==> src/rtl/uart_pkg.sv <==
// rtl/uart_pkg.sv - shared state encoding and uart timing constants
//
// Purpose: types and constants shared by the uart transmit arbiter files.
//   state_t         : arbiter FSM encoding (IDLE -> SEND -> WAIT -> IDLE)
//   UART_DIV        : uart baud divider in clock25 cycles per bit
//   UART_FRAME_BITS : start + 8 data + parity + stop
//   UART_FRAME_CYC  : one frame plus one bit of slack, lower bound for the watchdog
package uart_pkg;

  typedef enum logic [1:0] {
    ST_IDLE = 2'd0,
    ST_SEND = 2'd1,
    ST_WAIT = 2'd2
  } state_t;

  localparam int UART_DIV        = 54;
  localparam int UART_FRAME_BITS = 11;
  localparam int UART_FRAME_CYC  = UART_DIV * (UART_FRAME_BITS + 1);

endpackage

==> src/rtl/rr_arb2.sv <==
// rtl/rr_arb2.sv - combinational two-way round-robin arbiter
//
// Purpose: picks one of two requesters; on a tie the one that did not win last time.
// Ports:
//   valid      in  2  request vector, bit N = requester N
//   last_grant in  1  index of the previous winner
//   gnt        out 2  one-hot grant, zero when nothing is valid
//   gid        out 1  index of the winner (0 when nothing is valid)
module rr_arb2 (
  input  logic [1:0] valid,
  input  logic       last_grant,
  output logic [1:0] gnt,
  output logic       gid
);

  always_comb begin
    gid = 1'b0;
    case (valid)
      2'b10:   gid = 1'b1;
      2'b11:   gid = ~last_grant;
      default: gid = 1'b0;
    endcase
    gnt = 2'b00;
    if (valid != 2'b00) begin
      gnt = gid ? 2'b10 : 2'b01;
    end
  end

endmodule

==> src/rtl/uart_tx_arbiter.sv <==
// rtl/uart_tx_arbiter.sv - shares one uart transmitter between two byte sources
//
// Purpose: round-robin arbitration of two valid/ready byte sources onto a single
// uart transmitter with an edge-triggered tx_send and an end-of-frame tx_ready pulse.
// A watchdog releases the requester if tx_ready never arrives.
// Ports:
//   clock25                 in   1  system clock
//   reset                   in   1  asynchronous active-high reset
//   req0_valid/req1_valid   in   1  requester has a byte
//   req0_byte/req1_byte     in   8  requester data
//   req0_ready/req1_ready   out  1  byte accepted this cycle (combinational)
//   req0_done/req1_done     out  1  one-cycle pulse: byte finished (or aborted)
//   tx_byte                 out  8  registered byte to the uart, held until next grant
//   tx_send                 out  1  registered send strobe, high SEND_HOLD cycles
//   tx_ready                in   1  uart end-of-frame pulse
//   busy                    out  1  high outside IDLE
//   timeout_err             out  1  one-cycle pulse on watchdog abort
module uart_tx_arbiter
  import uart_pkg::*;
#(
  parameter int SEND_HOLD = 2,
  parameter int TIMEOUT   = 1023,
  parameter int CW        = 10
) (
  input  logic       clock25,
  input  logic       reset,
  input  logic       req0_valid,
  input  logic [7:0] req0_byte,
  output logic       req0_ready,
  output logic       req0_done,
  input  logic       req1_valid,
  input  logic [7:0] req1_byte,
  output logic       req1_ready,
  output logic       req1_done,
  output logic [7:0] tx_byte,
  output logic       tx_send,
  input  logic       tx_ready,
  output logic       busy,
  output logic       timeout_err
);

  localparam logic [CW-1:0] HOLD_LAST    = CW'(SEND_HOLD - 1);
  localparam logic [CW-1:0] TIMEOUT_LAST = CW'(TIMEOUT - 1);

  // The counter never wraps as long as it can represent both terminal counts.
  if (SEND_HOLD < 1 || TIMEOUT < UART_FRAME_CYC ||
      (1 << CW) <= SEND_HOLD || (1 << CW) <= TIMEOUT) begin : g_param_check
    $error("uart_tx_arbiter: SEND_HOLD/TIMEOUT/CW out of range");
  end

  state_t        state;
  logic [CW-1:0] count;
  logic          last_grant;
  logic          gid_q;
  logic [1:0]    gnt;
  logic          win;

  rr_arb2 u_arb (
    .valid      ({req1_valid, req0_valid}),
    .last_grant (last_grant),
    .gnt        (gnt),
    .gid        (win)
  );

  // Ready is gated by reset so a requester holding valid through reset is not acked.
  assign req0_ready = (state == ST_IDLE) & gnt[0] & ~reset;
  assign req1_ready = (state == ST_IDLE) & gnt[1] & ~reset;
  assign busy       = (state != ST_IDLE);

  always_ff @(posedge clock25 or posedge reset) begin
    if (reset) begin
      state       <= ST_IDLE;
      count       <= '0;
      last_grant  <= 1'b1;
      gid_q       <= 1'b0;
      tx_byte     <= 8'h00;
      tx_send     <= 1'b0;
      req0_done   <= 1'b0;
      req1_done   <= 1'b0;
      timeout_err <= 1'b0;
    end else begin
      req0_done   <= 1'b0;
      req1_done   <= 1'b0;
      timeout_err <= 1'b0;
      case (state)
        ST_IDLE: begin
          if (gnt != 2'b00) begin
            tx_byte    <= win ? req1_byte : req0_byte;
            gid_q      <= win;
            last_grant <= win;
            tx_send    <= 1'b1;
            count      <= '0;
            state      <= ST_SEND;
          end
        end
        ST_SEND: begin
          if (count == HOLD_LAST) begin
            tx_send <= 1'b0;
            count   <= '0;
            state   <= ST_WAIT;
          end else begin
            count <= count + 1'b1;
          end
        end
        ST_WAIT: begin
          // A real tx_ready on the watchdog's last cycle counts as success.
          if (tx_ready || count == TIMEOUT_LAST) begin
            req0_done   <= ~gid_q;
            req1_done   <= gid_q;
            timeout_err <= ~tx_ready;
            count       <= '0;
            state       <= ST_IDLE;
          end else begin
            count <= count + 1'b1;
          end
        end
        default: begin
          tx_send <= 1'b0;
          state   <= ST_IDLE;
        end
      endcase
    end
  end

endmodule

==> config.mk <==
export PLATFORM = sky130hd
export DESIGN_NAME = uart_tx_arbiter
export DESIGN_NICKNAME = d
export VERILOG_FILES = /design/src/rtl/uart_pkg.sv /design/src/rtl/rr_arb2.sv /design/src/rtl/uart_tx_arbiter.sv
export SDC_FILE = /design/constraint.sdc
export NUM_CORES = 1
export LEC_CHECK = 0
export CAP_MARGIN = 5
export CORE_ASPECT_RATIO = 1.1
export CORE_MARGIN = 4
export CORE_UTILIZATION = 51
export CTS_BUF_LIST = sky130_fd_sc_hd__clkbuf_2 sky130_fd_sc_hd__clkbuf_4 sky130_fd_sc_hd__clkbuf_8
export CTS_CLUSTER_SIZE = 40
export DETAILED_ROUTE_END_ITERATION = 16
export PLACE_DENSITY = 0.82
export SLEW_MARGIN = 20
export SYNTH_ARGS = -nofsm -noshare
export SYNTH_HDL_FRONTEND = slang
export SYNTH_HIERARCHICAL = 1
export SYNTH_SLANG_ARGS = --single-unit
==> constraint.sdc <==
create_clock -name clock25 -period 2.1 [get_ports clock25]
set_input_delay 0.42 -clock clock25 [delete_from_list [all_inputs] [get_ports clock25]]
set_output_delay 0.42 -clock clock25 [all_outputs]
set_load 0.02 [all_outputs]
# After elaboration in Yosys (flattened, before gate mapping)
# Cells that the tools add are included.
[classes]
eq_ne = 9
n_reduce_logical = 10
bitwise_logic = 9
n_mux = 21
add_sub_neg = 1
[op_table]
columns = ["operator", "count"]
rows = [
  ["$mux W10", 3],
  ["$pmux W10 S3", 1],
  ["$add A10 B1 Y10 const B", 1],
  ["$eq A10 B1 Y1 const B", 1],
  ["$eq A10 B10 Y1 const B", 1],
  ["$mux W2", 5],
  ["$mux W1", 8],
  ["$mux W8", 1],
  ["$eq A2 B2 Y1 const B", 3],
  ["$pmux W2 S3", 1],
  ["$reduce_and A3 Y1", 2],
  ["$reduce_bool A2 Y1", 3],
  ["$not A1 Y1", 5],
  ["$and A1 B1 Y1", 4],
  ["$ne A2 B2 Y1 const B", 2],
  ["$reduce_and A2 Y1", 2],
  ["$pmux W1 S3", 1],
  ["$reduce_bool A3 Y1", 1],
  ["$eq A2 B1 Y1 const B", 1],
  ["$logic_not A2 Y1", 1],
  ["$ne A2 B1 Y1 const B", 1],
  ["$pmux W1 S2", 1],
  ["$logic_or A1 B1 Y1", 1],
]
[totals]
in_bits = 21
output_inout_bits = 15
word_cells = 59
reg_bits = 26

# Longest topological paths before layout
[logic_depth]
ltp_word = 7
ltp_mapped = 7
ltp_nobuf = 6

# Cells and area by module
# Netlist, hierarchy kept.
[by_module_without_submodules]
columns = ["module", "cells_per_inst", "seq_area_each_um2", "n_inst", "area_each_um2"]
rows = [
  ["uart_tx_arbiter", 154, 651.9, 1, 1470.2],
  ["rr_arb2", 4, 0.0, 1, 26.3],
]

# Worst setup path after synthesis
# No wires, ideal clock.
[synth_path]
path_kind = "input to output"
from = "in reset"
to = "out req0_ready"
path_buffers = 0
setup_slack_ps = 309
t_arrival_ps = 1371
stages = 2
required_ps = 1680
path_cell_list = "inv_1 and3_1"
[synth_between]
elab_chain_cells = 2
[synth_rtl]
columns = ["element", "line_no", "rtl"]
rows = [
  ["from (decl)", "uart_tx_arbiter.sv:26", "input logic reset,"],
  ["$not A1 Y1", "uart_tx_arbiter.sv:66", "assign req0_ready = (state == ST_IDLE) & gnt[0] & ~reset;"],
  ["$and A1 B1 Y1", "uart_tx_arbiter.sv:66", ""],
  ["to (decl)", "uart_tx_arbiter.sv:29", "output logic req0_ready,"],
]
# No other way between the ends.

# Final worst setup path
[layout_path]
from = "in req1_valid"
to = "out req1_ready"
[layout_between]
elab_chain_cells = 6
word_cells_on_any_way = 8
cone_classes = "eq/ne: 2; mux: 3; bitwise: 2; reduce/logical: 1"
[layout_rtl]
columns = ["element", "line_no", "rtl"]
rows = [
  ["from (decl)", "uart_tx_arbiter.sv:31", "input logic req1_valid,"],
  ["$eq A2 B2 Y1", "rr_arb2.sv:18", "case (valid)"],
  ["$pmux W1 S2", "rr_arb2.sv:18", ""],
  ["$mux W2", "rr_arb2.sv:25", "gnt = gid ? 2'b10 : 2'b01;"],
  ["$mux W2 (*)", "rr_arb2.sv:24", "if (valid != 2'b00) begin"],
  ["via gnt[1]", "uart_tx_arbiter.sv:55", "logic [1:0] gnt;"],
  ["$and A1 B1 Y1 (*) (2 in series)", "uart_tx_arbiter.sv:67", "assign req1_ready = (state == ST_IDLE) & gnt[1] & ~reset;"],
  ["to (decl)", "uart_tx_arbiter.sv:33", "output logic req1_ready,"],
]
# The timed path passes the listed nets; every way through them passes the cells marked *.

==> summary.md <==
| Metric | Value |
|---|---|
| Met1 Usage GRT | 24.3% |
| Avg Synthesized Cell Area | 9.47 um^2 |
| Vias per cell | 5.70 |
| Core ar. | 2780 um^2 |
| Latest clock arrival within the worst-skew pair | 320 ps |
| Setup violations, final | 0 |
| Worst VDD drop | 740 uV |
| Clock Tree Root | clkbuf_4 |
| Clock transition at path regs | 140 ps |
| GRT Util Overall | 19.2% |
| Critical Path Start | req1_valid |
| Relative slew slack | 60.2% |
| Fin. max-slew vios | 0 |
| Fin crit share | 96.6% |
| Worst-path maximum fanout | 3 |
| Status | complete, no violations |
| Number of diodes | 0 |
| Die Ht | 64.8 um |
| Routability Congestion | 0.828 |
| Remaining DRCs | 0 |
| Number of DRC markers in iteration 0 | 41 |
| PortBufs | 35 |
| Pwr dens | 1070 nW/um^2 |
| Drt pass-1 iters | 5 |
| Max-cap violations | 0 |
| Ports | 36 |
| Dpl ws | -269 ps |
| Fin crit period | 2030 ps |
| Syn Inst Count | 158 |
| Design area | 1960 um^2 |
| Clock skew | 5.96 ps |
| Global route total overflow | 0 |
| Clk buf depth | 2 |
| First-pass GRT wire length | 5820 um |
| Ys Warns | 6 |
| Critical Path RT | 1680 ps |
| Achievable frequency | 493 MHz |
| Area delta synth->final | 31.1% |
| Nets | 230 |
| Number of synthesized register bits | 26 |
| Post-DP HPWL | 2710 um |
| R2r startpoint | count[0] |
| Dominant synthesized flop cell | dfrtp_1 |
| Starting density of the core | 53.9% |
| Critical Path Start Type | input port |
| Antenna Nets Post-Route | 0 |
| TritonCTS clock tree | yes |
| Pin count of the biggest net entering global routing | 27 |
| Vias in the first global route | 1341 |
| M3 GR Usage | 2.99% |
| CP Capture Type | output pin |
| Distinct cells, synth | 39 |
| Total Wirelength | 3500 um |
| Layout cells sized above 1 | 13.4% |
| Wire per inst | 14.9 um |
| EDFF count, synth | 0 |
| Final hold vios | 0 |
| Worst Tran Pin Value | 596 ps |
| Critical Path AT | 1610 ps |
| DR vias | 1334 |
| Inst Count DP | 230 |
| Leak | 0.873 nW |
| Synth Cell Area | 1500 um^2 |
| Unrepaired setup endpoints after global routing | no |
| Most Used Layer, Global Route | met2 |
| Final setup margin | 71.4 ps |
| Worst min path class | input port to asynchronous set/reset pin |
| Row count | 20 |
| CTS sink count | 26 |
| Layout Cells excl Fill | 234 |
| Async SR Flop Fraction | 100% |
| H-tree levels | 1 |
| Sequential element share of the synthesized area | 43.6% |
| Initial antenna violation count | 0 |
| Die area | 3870 um^2 |
| Setup Crit Path Kind | input port to output pin |
| Mapped Nets | 186 |
| Setup Fix Bufs, Post-CTS | 0 |
| CTS Buf Count | 3 |
| Die Width | 59.6 um |
| Routing usage on met2 | 32.8% |
| Cell Area, Placed | 1930 um^2 |
==> registers in the layout (all words and copies together), names as in the netlist <==
| register | cells |
|---|---|
| count | 10 |
| tx_byte | 8 |
| state | 2 |
| gid_q | 1 |
| last_grant | 1 |
| req0_done | 1 |
| req1_done | 1 |
| timeout_err | 1 |
| tx_send | 1 |
==> area by class of cell <==
class	count	area (um^2)
flip-flops and latches	26	652
multi-input cells	114	774
fillers	203	816
inverters	12	45.0
clock buffers	4	30.0
repair buffers	45	419
well taps	33	41.3
==> synthesized netlist by cell type (all sizes together) (2+ instances only) <==
master | n | area share, %
nor3 | 8 | 2.7
nor2 | 7 | 1.8
a21boi | 3 | 1.5
o211ai | 4 | 2.0
nor4b | 3 | 2.2
clkbuf | 2 | 0.50
o21ai | 15 | 5.0
o2111ai | 5 | 2.9
o221ai | 2 | 1.2
o311ai | 2 | 1.2
ha | 7 | 5.9
and3 | 3 | 1.3
nand4 | 2 | 0.84
o32a | 3 | 2.2
nand2 | 27 | 6.9
inv | 12 | 3.0
nand3 | 3 | 1.0
mux2i | 10 | 6.7
buf | 4 | 1.7
dfrtp | 25 | 42
==> kinds of logic after synthesis <==
family | count (synthesis) | share of synthesized area [%]
buffers and inverters | 18 | 5.18
AND/OR/NAND/NOR | 60 | 20.4
flip-flops | 26 | 43.6
adder cells (fa/ha/maj) | 7 | 5.85
AO/OA/AOI/OAI | 37 | 18.3
multiplexers | 10 | 6.69
==> final timing paths <==
kind,to,slack [ps],cells after the start
setup reg to reg,count[3],210,7
min in group clock25,req0_done,480,1
hold / removal,req1_done,480,3
hold reg to reg,req0_done,480,1
setup / recovery,req1_ready,70,4
max in group asynchronous,last_grant,1330,3
==> what timing repair did <==
action,CTS,global route
pin swaps,0,0
endpoints found under the setup margin,3,15
resized for setup,4,5
cloned,0,0
hold buffers,0,0
==> report_power, final <==
| part | internal [mW] | total [mW] | switching (mW) |
|---|---|---|---|
| Sequential | 0.640 | 0.730 | 0.0900 |
| Combinational | 0.502 | 1.14 | 0.634 |
| Clock | 0.0873 | 0.231 | 0.143 |
==> worst max-delay path: stages <==
cell and delay (ps):
clkdlybuf4s50_1 500, a21boi_1 200, and3_1 190, clkdlybuf4s15_1 300
==> per-stage QoR <==
step	hold WS [ps]	power, mW	TNS [ps]	util [%]
after global routing	520	2.25	0	70.6
final	480	2.10	0	70.6
after CTS	485	2.09	0	70.5
after global placement	454	1.83	-1420	69.5
after floorplan	425	1.39	0	-
after detailed placement	469	1.87	-2600	69.5
==> routing by layer <==
metal  vias up  share of wire [%]  routed length [um]
met4         0                2.3                  80
met1       611                 41                1430
li1        662                  -                   -
met5         -                  0                   0
met3        10                7.7                 270
met2        51                 49                1720
==> placed cells by master, fill, tap and decap left out, drive strengths merged, types with 3 or more instances in the layout <==
master,synthesis,layout
nor3,8,8
clkdlybuf4s50,0,32
o32a,3,3
o21ai,15,15
a21boi,3,3
ha,7,7
o2111ai,5,5
clkbuf,2,5
mux2i,10,10
nand3,3,3
and3,3,3
nor2,7,7
inv,12,12
buf,4,10
nand2,27,27
o211ai,4,4
dfrtp,25,25
nor4b,3,3
No activity file was read; power rests on OpenSTA's default activity.
